**src/rtl/alu_issue_pkg.sv**
```systemverilog
// ============================================================================
// Module   : alu_issue_pkg
// Brief    : Shared widths, ALU op codes, opcodes and issue payload type.
// Revision : 1.0 - initial release
// ============================================================================
`default_nettype none

package alu_issue_pkg;

    localparam int XLEN       = 32;
    localparam int ALU_OP_MSB = 3;

    typedef enum logic [ALU_OP_MSB:0] {
        ALU_ADD  = 4'd0,
        ALU_SUB  = 4'd1,
        ALU_SLL  = 4'd2,
        ALU_SLT  = 4'd3,
        ALU_SLTU = 4'd4,
        ALU_XOR  = 4'd5,
        ALU_SRL  = 4'd6,
        ALU_SRA  = 4'd7,
        ALU_OR   = 4'd8,
        ALU_AND  = 4'd9,
        ALU_EQ   = 4'd10,
        ALU_NE   = 4'd11,
        ALU_LT   = 4'd12,
        ALU_GE   = 4'd13,
        ALU_LTU  = 4'd14,
        ALU_GEU  = 4'd15
    } alu_op_e;

    localparam logic [6:0] OPC_OP     = 7'b0110011;
    localparam logic [6:0] OPC_OP_IMM = 7'b0010011;
    localparam logic [6:0] OPC_LUI    = 7'b0110111;
    localparam logic [6:0] OPC_AUIPC  = 7'b0010111;
    localparam logic [6:0] OPC_BRANCH = 7'b1100011;

    localparam logic [6:0] F7_BASE = 7'h00;
    localparam logic [6:0] F7_ALT  = 7'h20;

    typedef struct packed {
        logic [XLEN-1:0] op1;
        logic [XLEN-1:0] op2;
        alu_op_e         op;
        logic            is_cond;
        logic [4:0]      rd;
        logic            wb_en;
        logic [XLEN-1:0] br_target;
        logic            illegal;
    } issue_payload_t;

    // funct3 -> ALU op for OP / OP-IMM; alt selects SUB/SRA (funct7[5]).
    function automatic alu_op_e alu_op_from_f3(input logic [2:0] f3, input logic alt);
        alu_op_e r;
        case (f3)
            3'b000:  r = alt ? ALU_SUB : ALU_ADD;
            3'b001:  r = ALU_SLL;
            3'b010:  r = ALU_SLT;
            3'b011:  r = ALU_SLTU;
            3'b100:  r = ALU_XOR;
            3'b101:  r = alt ? ALU_SRA : ALU_SRL;
            3'b110:  r = ALU_OR;
            default: r = ALU_AND;
        endcase
        return r;
    endfunction

endpackage

`default_nettype wire

```
**src/rtl/alu_decode.sv**
```systemverilog
// ============================================================================
// Module   : alu_decode
// Brief    : Combinational RV32I decode of one instruction into the issue payload.
// Revision : 1.0 - initial release
// ============================================================================
`default_nettype none

module alu_decode
    import alu_issue_pkg::*;
(
    input  logic [31:0]     i_instr,
    input  logic [XLEN-1:0] i_pc,
    input  logic [XLEN-1:0] i_rs1_data,
    input  logic [XLEN-1:0] i_rs2_data,
    output issue_payload_t  o_payload
);

    logic [6:0]      w_opcode;
    logic [4:0]      w_rd;
    logic [2:0]      w_funct3;
    logic [4:0]      w_shamt;
    logic [6:0]      w_funct7;
    logic [XLEN-1:0] w_imm_i;
    logic [XLEN-1:0] w_imm_u;
    logic [XLEN-1:0] w_imm_b;
    logic            w_legal;
    logic            w_writes;
    issue_payload_t  w_pl;

    assign w_opcode = i_instr[6:0];
    assign w_rd     = i_instr[11:7];
    assign w_funct3 = i_instr[14:12];
    assign w_shamt  = i_instr[24:20];
    assign w_funct7 = i_instr[31:25];
    assign w_imm_i  = {{(XLEN-12){i_instr[31]}}, i_instr[31:20]};
    assign w_imm_u  = {i_instr[31:12], 12'b0};
    assign w_imm_b  = {{(XLEN-13){i_instr[31]}}, i_instr[31], i_instr[7],
                       i_instr[30:25], i_instr[11:8], 1'b0};

    always_comb begin
        w_pl     = '0;
        w_legal  = 1'b1;
        w_writes = 1'b0;
        case (w_opcode)
            OPC_OP: begin
                w_pl.op1 = i_rs1_data;
                w_pl.op2 = i_rs2_data;
                w_pl.op  = alu_op_from_f3(w_funct3, w_funct7[5]);
                w_writes = 1'b1;
                if (w_funct7 == F7_ALT) begin
                    w_legal = (w_funct3 == 3'b000) || (w_funct3 == 3'b101);
                end else if (w_funct7 != F7_BASE) begin
                    w_legal = 1'b0;
                end
            end
            OPC_OP_IMM: begin
                w_pl.op1 = i_rs1_data;
                w_pl.op2 = w_imm_i;
                w_pl.op  = alu_op_from_f3(w_funct3, 1'b0);
                w_writes = 1'b1;
                // Shift immediates reuse the top bits as funct7; only SRAI may set bit 30.
                if ((w_funct3 == 3'b001) || (w_funct3 == 3'b101)) begin
                    w_pl.op2 = {{(XLEN-5){1'b0}}, w_shamt};
                    w_pl.op  = alu_op_from_f3(w_funct3, w_funct7[5]);
                    w_legal  = (w_funct7 == F7_BASE) ||
                               ((w_funct7 == F7_ALT) && (w_funct3 == 3'b101));
                end
            end
            OPC_LUI: begin
                w_pl.op2 = w_imm_u;
                w_writes = 1'b1;
            end
            OPC_AUIPC: begin
                w_pl.op1 = i_pc;
                w_pl.op2 = w_imm_u;
                w_writes = 1'b1;
            end
            OPC_BRANCH: begin
                w_pl.op1       = i_rs1_data;
                w_pl.op2       = i_rs2_data;
                w_pl.is_cond   = 1'b1;
                w_pl.br_target = i_pc + w_imm_b;
                case (w_funct3)
                    3'b000:  w_pl.op = ALU_EQ;
                    3'b001:  w_pl.op = ALU_NE;
                    3'b100:  w_pl.op = ALU_LT;
                    3'b101:  w_pl.op = ALU_GE;
                    3'b110:  w_pl.op = ALU_LTU;
                    3'b111:  w_pl.op = ALU_GEU;
                    default: w_legal = 1'b0;
                endcase
            end
            default: w_legal = 1'b0;
        endcase

        // Illegal encodings still issue, but as an inert ADD 0,0 with no side effects.
        if (!w_legal) begin
            w_pl         = '0;
            w_pl.illegal = 1'b1;
        end else begin
            w_pl.rd    = w_writes ? w_rd : 5'd0;
            w_pl.wb_en = w_writes && (w_rd != 5'd0);
        end
    end

    assign o_payload = w_pl;

endmodule

`default_nettype wire

```
**src/rtl/alu_issue.sv**
```systemverilog
// ============================================================================
// Module   : alu_issue
// Brief    : Decode-and-issue stage feeding the ALU through a valid/ready register.
// Config   : ALU_ISSUE_SKID_EN adds a one-entry skid buffer with registered in_ready.
// Revision : 1.0 - initial release
// ============================================================================
`default_nettype none

module alu_issue
    import alu_issue_pkg::*;
(
    input  logic                clk,
    input  logic                rst_n,
    input  logic                in_valid,
    output logic                in_ready,
    input  logic [31:0]         in_instr,
    input  logic [XLEN-1:0]     in_pc,
    output logic [4:0]          rs1_addr,
    output logic [4:0]          rs2_addr,
    input  logic [XLEN-1:0]     rs1_data,
    input  logic [XLEN-1:0]     rs2_data,
    input  logic                flush,
    output logic                out_valid,
    input  logic                out_ready,
    output logic [XLEN-1:0]     out_op1,
    output logic [XLEN-1:0]     out_op2,
    output logic [ALU_OP_MSB:0] out_op,
    output logic                out_is_cond,
    output logic [4:0]          out_rd,
    output logic                out_wb_en,
    output logic [XLEN-1:0]     out_br_target,
    output logic                out_illegal
);

    issue_payload_t w_dec;
    issue_payload_t out_pl_q, out_pl_d;
    logic           out_valid_q, out_valid_d;
    logic           w_acc;

    assign rs1_addr = in_instr[19:15];
    assign rs2_addr = in_instr[24:20];

    alu_decode u_decode (
        .i_instr    (in_instr),
        .i_pc       (in_pc),
        .i_rs1_data (rs1_data),
        .i_rs2_data (rs2_data),
        .o_payload  (w_dec)
    );

`ifdef ALU_ISSUE_SKID_EN
    issue_payload_t skid_pl_q, skid_pl_d;
    logic           skid_valid_q, skid_valid_d;
    logic           in_ready_q, in_ready_d;

    assign in_ready = in_ready_q;
    assign w_acc    = in_valid && in_ready_q && !flush;

    always_comb begin
        out_pl_d     = out_pl_q;
        out_valid_d  = out_valid_q;
        skid_pl_d    = skid_pl_q;
        skid_valid_d = skid_valid_q;
        if (flush) begin
            out_valid_d  = 1'b0;
            skid_valid_d = 1'b0;
        end else if (!out_valid_q || out_ready) begin
            // in_ready_q is low whenever skid holds data, so w_acc cannot collide here.
            if (skid_valid_q) begin
                out_pl_d     = skid_pl_q;
                out_valid_d  = 1'b1;
                skid_valid_d = 1'b0;
            end else begin
                out_valid_d = w_acc;
                if (w_acc) begin
                    out_pl_d = w_dec;
                end
            end
        end else if (w_acc) begin
            skid_pl_d    = w_dec;
            skid_valid_d = 1'b1;
        end
        in_ready_d = !skid_valid_d;
    end

    always_ff @(posedge clk or negedge rst_n) begin
        if (!rst_n) begin
            out_pl_q     <= '0;
            out_valid_q  <= 1'b0;
            skid_pl_q    <= '0;
            skid_valid_q <= 1'b0;
            in_ready_q   <= 1'b1;
        end else begin
            out_pl_q     <= out_pl_d;
            out_valid_q  <= out_valid_d;
            skid_pl_q    <= skid_pl_d;
            skid_valid_q <= skid_valid_d;
            in_ready_q   <= in_ready_d;
        end
    end
`else
    assign in_ready = !out_valid_q || out_ready;
    assign w_acc    = in_valid && in_ready && !flush;

    always_comb begin
        out_pl_d    = out_pl_q;
        out_valid_d = out_valid_q;
        if (flush) begin
            out_valid_d = 1'b0;
        end else if (in_ready) begin
            out_valid_d = w_acc;
            if (w_acc) begin
                out_pl_d = w_dec;
            end
        end
    end

    always_ff @(posedge clk or negedge rst_n) begin
        if (!rst_n) begin
            out_pl_q    <= '0;
            out_valid_q <= 1'b0;
        end else begin
            out_pl_q    <= out_pl_d;
            out_valid_q <= out_valid_d;
        end
    end
`endif

    assign out_valid     = out_valid_q;
    assign out_op1       = out_pl_q.op1;
    assign out_op2       = out_pl_q.op2;
    assign out_op        = out_pl_q.op;
    assign out_is_cond   = out_pl_q.is_cond;
    assign out_rd        = out_pl_q.rd;
    assign out_wb_en     = out_pl_q.wb_en;
    assign out_br_target = out_pl_q.br_target;
    assign out_illegal   = out_pl_q.illegal;

endmodule

`default_nettype wire

```
**config.mk**
```make
export PLATFORM = sky130hd
export DESIGN_NAME = alu_issue
export DESIGN_NICKNAME = d
export VERILOG_FILES = /design/src/rtl/alu_issue_pkg.sv /design/src/rtl/alu_decode.sv /design/src/rtl/alu_issue.sv
export SDC_FILE = /design/constraint.sdc
export NUM_CORES = 1
export LEC_CHECK = 0
export CORE_MARGIN = 1
export CORE_UTILIZATION = 40
export DETAILED_ROUTE_END_ITERATION = 16
export GPL_TIMING_DRIVEN = 0
export PLACE_DENSITY = 0.83
export SLEW_MARGIN = 20
export SYNTH_ARGS = -nofsm -noshare
export SYNTH_HDL_FRONTEND = slang
export SYNTH_SLANG_ARGS = --single-unit
```
**constraint.sdc**
```tcl
create_clock -name clk -period 1.55 [get_ports clk]
set_input_delay 0.2325 -clock clk [delete_from_list [all_inputs] [get_ports clk]]
set_output_delay 0.2325 -clock clk [all_outputs]
set_load 0.01 [all_outputs]
```
After elaboration in Yosys (flattened, before gate mapping) --
Index checks and enable logic that the tools add are counted.
Word-level totals: register bits after elaboration 109, bits of input ports 133, output and inout port bits 120, word-level logic and storage cells 68
Cells by class: $add $sub $neg 1, eq/ne operators 13, mux-type cells 23, bitwise logic cells 1, reduce and logical (&&, ||, !) cells 21
Operators with widths (count):
- $pmux 32 s3 | 1
- $mux 69 | 1
- $pmux 32 s2 | 1
- $pmux 4 s7 | 2
- $mux 36 | 1
- $mux 33 | 1
- $add 32x32->32 | 1
- $mux 32 | 1
- $pmux 4 s6 | 1
- $eq 7x6->1 const B | 3
- $eq 7x5->1 const B | 2
- $eq 3x3->1 const B | 4
- $pmux 4 s3 | 1
- $mux 1 | 10
- $eq 7x7->1 const B | 1
- $logic_not 7->1 | 1
- $reduce_bool 7->1 | 1
- $eq 3x2->1 const B | 2
- $mux 6 | 1
- $reduce_or 6->1 | 1
- $mux 5 | 1
- $reduce_bool 5->1 | 1
- $logic_and 1x1->1 | 4
- $logic_or 1x1->1 | 4
- 10 further kinds | 12

Longest topological paths before layout --
depth after elaboration 6, mapped depth 10, gate-level depth less buffers 9

By module --
A second synthesis with hierarchy kept.
Second synthesis, totals: cell total of the unflattened synthesis 675, area, all modules 7078.0 µm²
By module, submodules not included:
- alu_issue | times used 1, cells an instance 244, area each 4257.8 µm², sequential area each 2727.6 µm²
- alu_decode | times used 1, cells an instance 431, area each 2820.2 µm², sequential area each 0.0 µm²

Worst setup path before layout --
No wires, ideal clock.
path type input to register, start point input port in_instr[8], end point register out_pl_q (netlist bit out_br_target[15]), library setup time 133 ps, arrival 2372 ps, data required time 1417 ps, slack -955 ps, stages on the path 9, buffers on the path 0, path through ha_1 fa_1 a211oi_1 o21bai_1 a2111oi_0 o31ai_1 a41oi_1 xor2_1 o21ai_0
On the way: longest elaborated chain between the ends 3
RTL lines:
- start, declared | RTL line alu_issue.sv:16 | input logic [31:0] in_instr,
- $add 32x32->32 | RTL line alu_decode.sv:82 | w_pl.br_target = i_pc + w_imm_b;
- $mux 32 | RTL line alu_decode.sv:44 | case (w_opcode)
- $mux 33 | RTL line alu_decode.sv:97 | if (!w_legal) begin
- end signal, assigned | RTL line alu_issue.sv:123 | out_pl_q <= out_pl_d;
- end, declared | RTL line alu_issue.sv:36 | issue_payload_t out_pl_q, out_pl_d;
Every way passes these cells. A chain may end at the register's enable or synchronous reset.

Worst setup path after layout --
start point input port in_pc[1], end point register out_pl_q (netlist bit out_br_target[25])
On the way: longest elaborated chain between the ends 3
RTL lines:
- start, declared | RTL line alu_issue.sv:17 | input logic [XLEN-1:0] in_pc,
- $add 32x32->32 | RTL line alu_decode.sv:82
- $mux 32 | RTL line alu_decode.sv:44
- $mux 33 | RTL line alu_decode.sv:97
Every way passes these cells.

==> impl_metrics.csv <==
group,metric,value,unit
status,status,"finished with violations",
status,violations,"setup timing",
global_routing,antenna_found_initial,2,
sta,final-max-slew-violation-count,0,
global_routing,grt_max_degree,68,
worst_setup_path,worstPathRequired,1830,ps
synth,synth_top_family_by_area,"compound AO/OA/AOI/OAI gates",
pwr,vdd_drop_max,0.000560,V
cts,insertion_delay,370,ps
synth,netlist_instances,705,
cts,cts_buffer_depth,2,
synth,synth_top_area_share,41.6,%
synth,synth_common_cells,"109 x dfrtp_1, 96 x nand2_1, 44 x o21ai_0",
synth,ys_async_sr_fraction,100,%
pwr,intPower,5420,uW
drt,drtPass1Iterations,6,
synth,ys.warnings.count,0,
sta,worst_pin_slew,629,ps
worst_setup_path,worstSetupEndpointType,"flip-flop",
placed_design,hpwl,18300,um
pwr,power.share.switching,30.5,%
floorplanning,pin_count,253,
flow_run,drv_cap,0,
sta,final.period_utilization,131,%
synth,yosys.area_share.simple,12.8,%
synth,synth_nets,869,
synth,yosys_register_bits,109,
drt,detailroute.via_count,8009,
sta,worst_slack,-476,ps
floorplanning,placementRows,46,
pwr,p_switching,2380,uW
pwr,power-per-cell-area,615,nW/um^2
synth,syn_avg_cell_area,9.30,sq um
cts,clkTransAtPathRegs,80,ps
cts,htreeDepth,3,
cells_and_area,nets,1232,
floorplanning,core_area,15900,sq um
pwr,pwr-share-seq,36.7,%
cts,cts_tree,"built",
cts,cts_made_buffers,9,
pwr,total_leakage_power,0.00610,uW
synth,synthTopCellsByArea,"dfrtp_1 42%, ha_1 5.7%, nand2_1 5.5%",
cells_and_area,fin_cells,1290,
worst_hold_path,hold_class,"input port to flip-flop",
global_routing,track_usage,33.4,%
global_routing,grt_pass1_vias,7785,
pwr,totalPowerFinal,7800,uW
drt,wl_per_cell,24.8,um
worst_setup_path,setup.worst_path.class,"input port to flip-flop",
cells_and_area,final_layout_size_suffix_gt1_share,38.7,%
synth,synthMuxAreaShare,0.153,%
cells_and_area,final_util,79.5,%
floorplanning,chipWidth,130,um
worst_setup_path,arrival,2300,ps
synth,synth-xor-area-share,3.21,%
worst_setup_path,cp_max_fo,5,
synth,yosys.area.top_type,"dfrtp_1",
synth,synth_edf_count,0,
pwr,pwr-share-clk,31.0,%
cts,cts_sinks,109,
synth,synth_flop_cell,"dfrtp_1",
sta,fin_crit,2030,ps
sta,fin_hold_ws,117,ps
drt,drtIter0Drc,858,
worst_setup_path,cp-start-kind,"input port",
drt,via_per_inst,6.21,
floorplanning,die_h,130,um
synth,synth_compound_area_share,29.1,%
placed_design,place_ws,-1790,ps
global_routing,grt_pass1_wl,42300,um
synth,syn-cell-area,6560,sq um
sta,setup_viol,106,
drt,ant_nets,0,
drt,finalWirelength,31900,um
cells_and_area,area.growth.synth_to_final,93.4,%
synth,ys_seq_area_share,41.6,%
placed_design,gp_congestion,0.916,
sta,max_freq,494,MHz
floorplanning,die_area,16900,sq um
floorplanning,start_util,41.1,%
sta,hold_violations,0,
drt,drc,0,
sta,rsz0062_at_grt,"true",
synth,synth_cell_types,61,
sta,maxSlewHeadroom,58.1,%
sta,clock_skew,13.1,ps
global_routing,grt-ovfl-total,0,
synth,synth.most_common_cell,"dfrtp_1",
pwr,p_comb_share,32.3,%
cts,clockRootBuffer,"clkbuf_16",
synth,synthAdderAreaFrac,6.03,%
placed_design,numPortBuffers,249,
placed_design,dpl.cell_count,1171,
[power groups by stage]
stage | sequential [uW] | clock (uW) | combinational (uW)
2_1_floorplan | 2920 | 0 | 858
3_3_place_gp | 2920 | 0 | 1580
3_5_place_dp | 2920 | 0 | 1610
4_1_cts | 2860 | 2430 | 2110
5_1_grt | 2860 | 2510 | 2640
6_report | 2860 | 2420 | 2520
[critical path, stage by stage]
cell	delay [ps]
buf_8	100
ha_4	160
fa_2	350
a211oi_2	220
o21ai_1	120
a22oi_2	250
nand2_2	110
a22o_4	260
a2111o_1	410
o211ai_1	80
[cell usage in the layout (no fill, tap or decap), drive strengths merged, types with 4 or more instances in the layout]
master,n
and3,4
clkdlybuf4s15,4
dlymetal6s2s,27
clkbuf,46
nand4,4
dfrtp,109
nor3,10
a21o,9
nand2,96
nor2b,5
o21bai,5
dlygate4sd2,25
ha,30
a22o,13
o311ai,7
nand2b,5
a21oi,42
and2,6
nor2,25
o21a,6
xnor2,11
a22oi,12
buf,165
a211oi,4
clkdlybuf4s50,155
xor2,13
nand3,9
o31ai,33
o21ai,44
a222oi,32
inv,43
a221oi,20
[registers in the layout (all words and copies together) (netlist names)]
register       cells
out_op2           32
out_illegal        1
out_valid          1
out_wb_en          1
out_op1           32
out_rd             5
out_br_target     32
out_is_cond        1
out_op             4
[final timing paths]
| check | start | end | slack, ps | depth (start not counted) |
|---|---|---|---|---|
| max | in_pc[1] | out_br_target[25]$_DFFE_PN0P_ | -480 | 10 |
| min | in_pc[9] | out_op1[9]$_DFFE_PN0P_ | 120 | 3 |
| max reg2reg | out_valid$_DFFE_PN0P_ | out_op1[5]$_DFFE_PN0P_ | -290 | 10 |
| min reg2reg | out_br_target[30]$_DFFE_PN0P_ | out_br_target[30]$_DFFE_PN0P_ | 490 | 2 |
| max in group asynchronous | rst_n | out_rd[2]$_DFFE_PN0P_ | 490 | 3 |
| min in group asynchronous | rst_n | out_op1[29]$_DFFE_PN0P_ | 370 | 2 |
[logic make-up after synthesis]
group	after synthesis
AO/OA/AOI/OAI	256
XOR/XNOR	24
adder cells (fa/ha/maj)	31
buffers and inverters	102
flip-flops	109
multiplexers	1
AND/OR/NAND/NOR	182
[final cells by class]
type,instances,area [sq um]
clock inverter,4,47.5
sequential,109,2730
fill,858,3260
buffer,49,636
antenna,1,2.50
multi-input combinational,494,4870
clock buffer,12,246
tap,216,270
timing repair buffer,362,3720
inverter,43,161
[layer usage]
layer  global-route usage [%]  vias up  routed length [um]
met5                        0        -                  13
met4                     19.4        2                1950
met3                     7.34      146                2840
met2                     58.0      606               15800
met1                     37.9     3866               11400
li1                         -     3389                   -
[metrics by stage]
| step | cell area, sq um | setup TNS (ps) |
|---|---|---|
| 6_report | 12700 | -20310 |
| 5_1_grt | 12700 | -28120 |
| 4_1_cts | 11800 | -25310 |
| 3_5_place_dp | 9760 | -135760 |
| 3_3_place_gp | 9740 | -655870 |
| 2_1_floorplan | 6980 | -30560 |
[timing repair]
action | 4_1_cts | 5_1_grt
pin swaps | 113 | 85
hold endpoints to repair | 42 | 0
gates cloned | 10 | 4
hold buffers | 1 | 0
endpoints found under the setup margin | 121 | 131
setup buffers | 73 | 39
gates resized for setup | 391 | 216
Note: power is estimated with default switching activity, not from simulation.
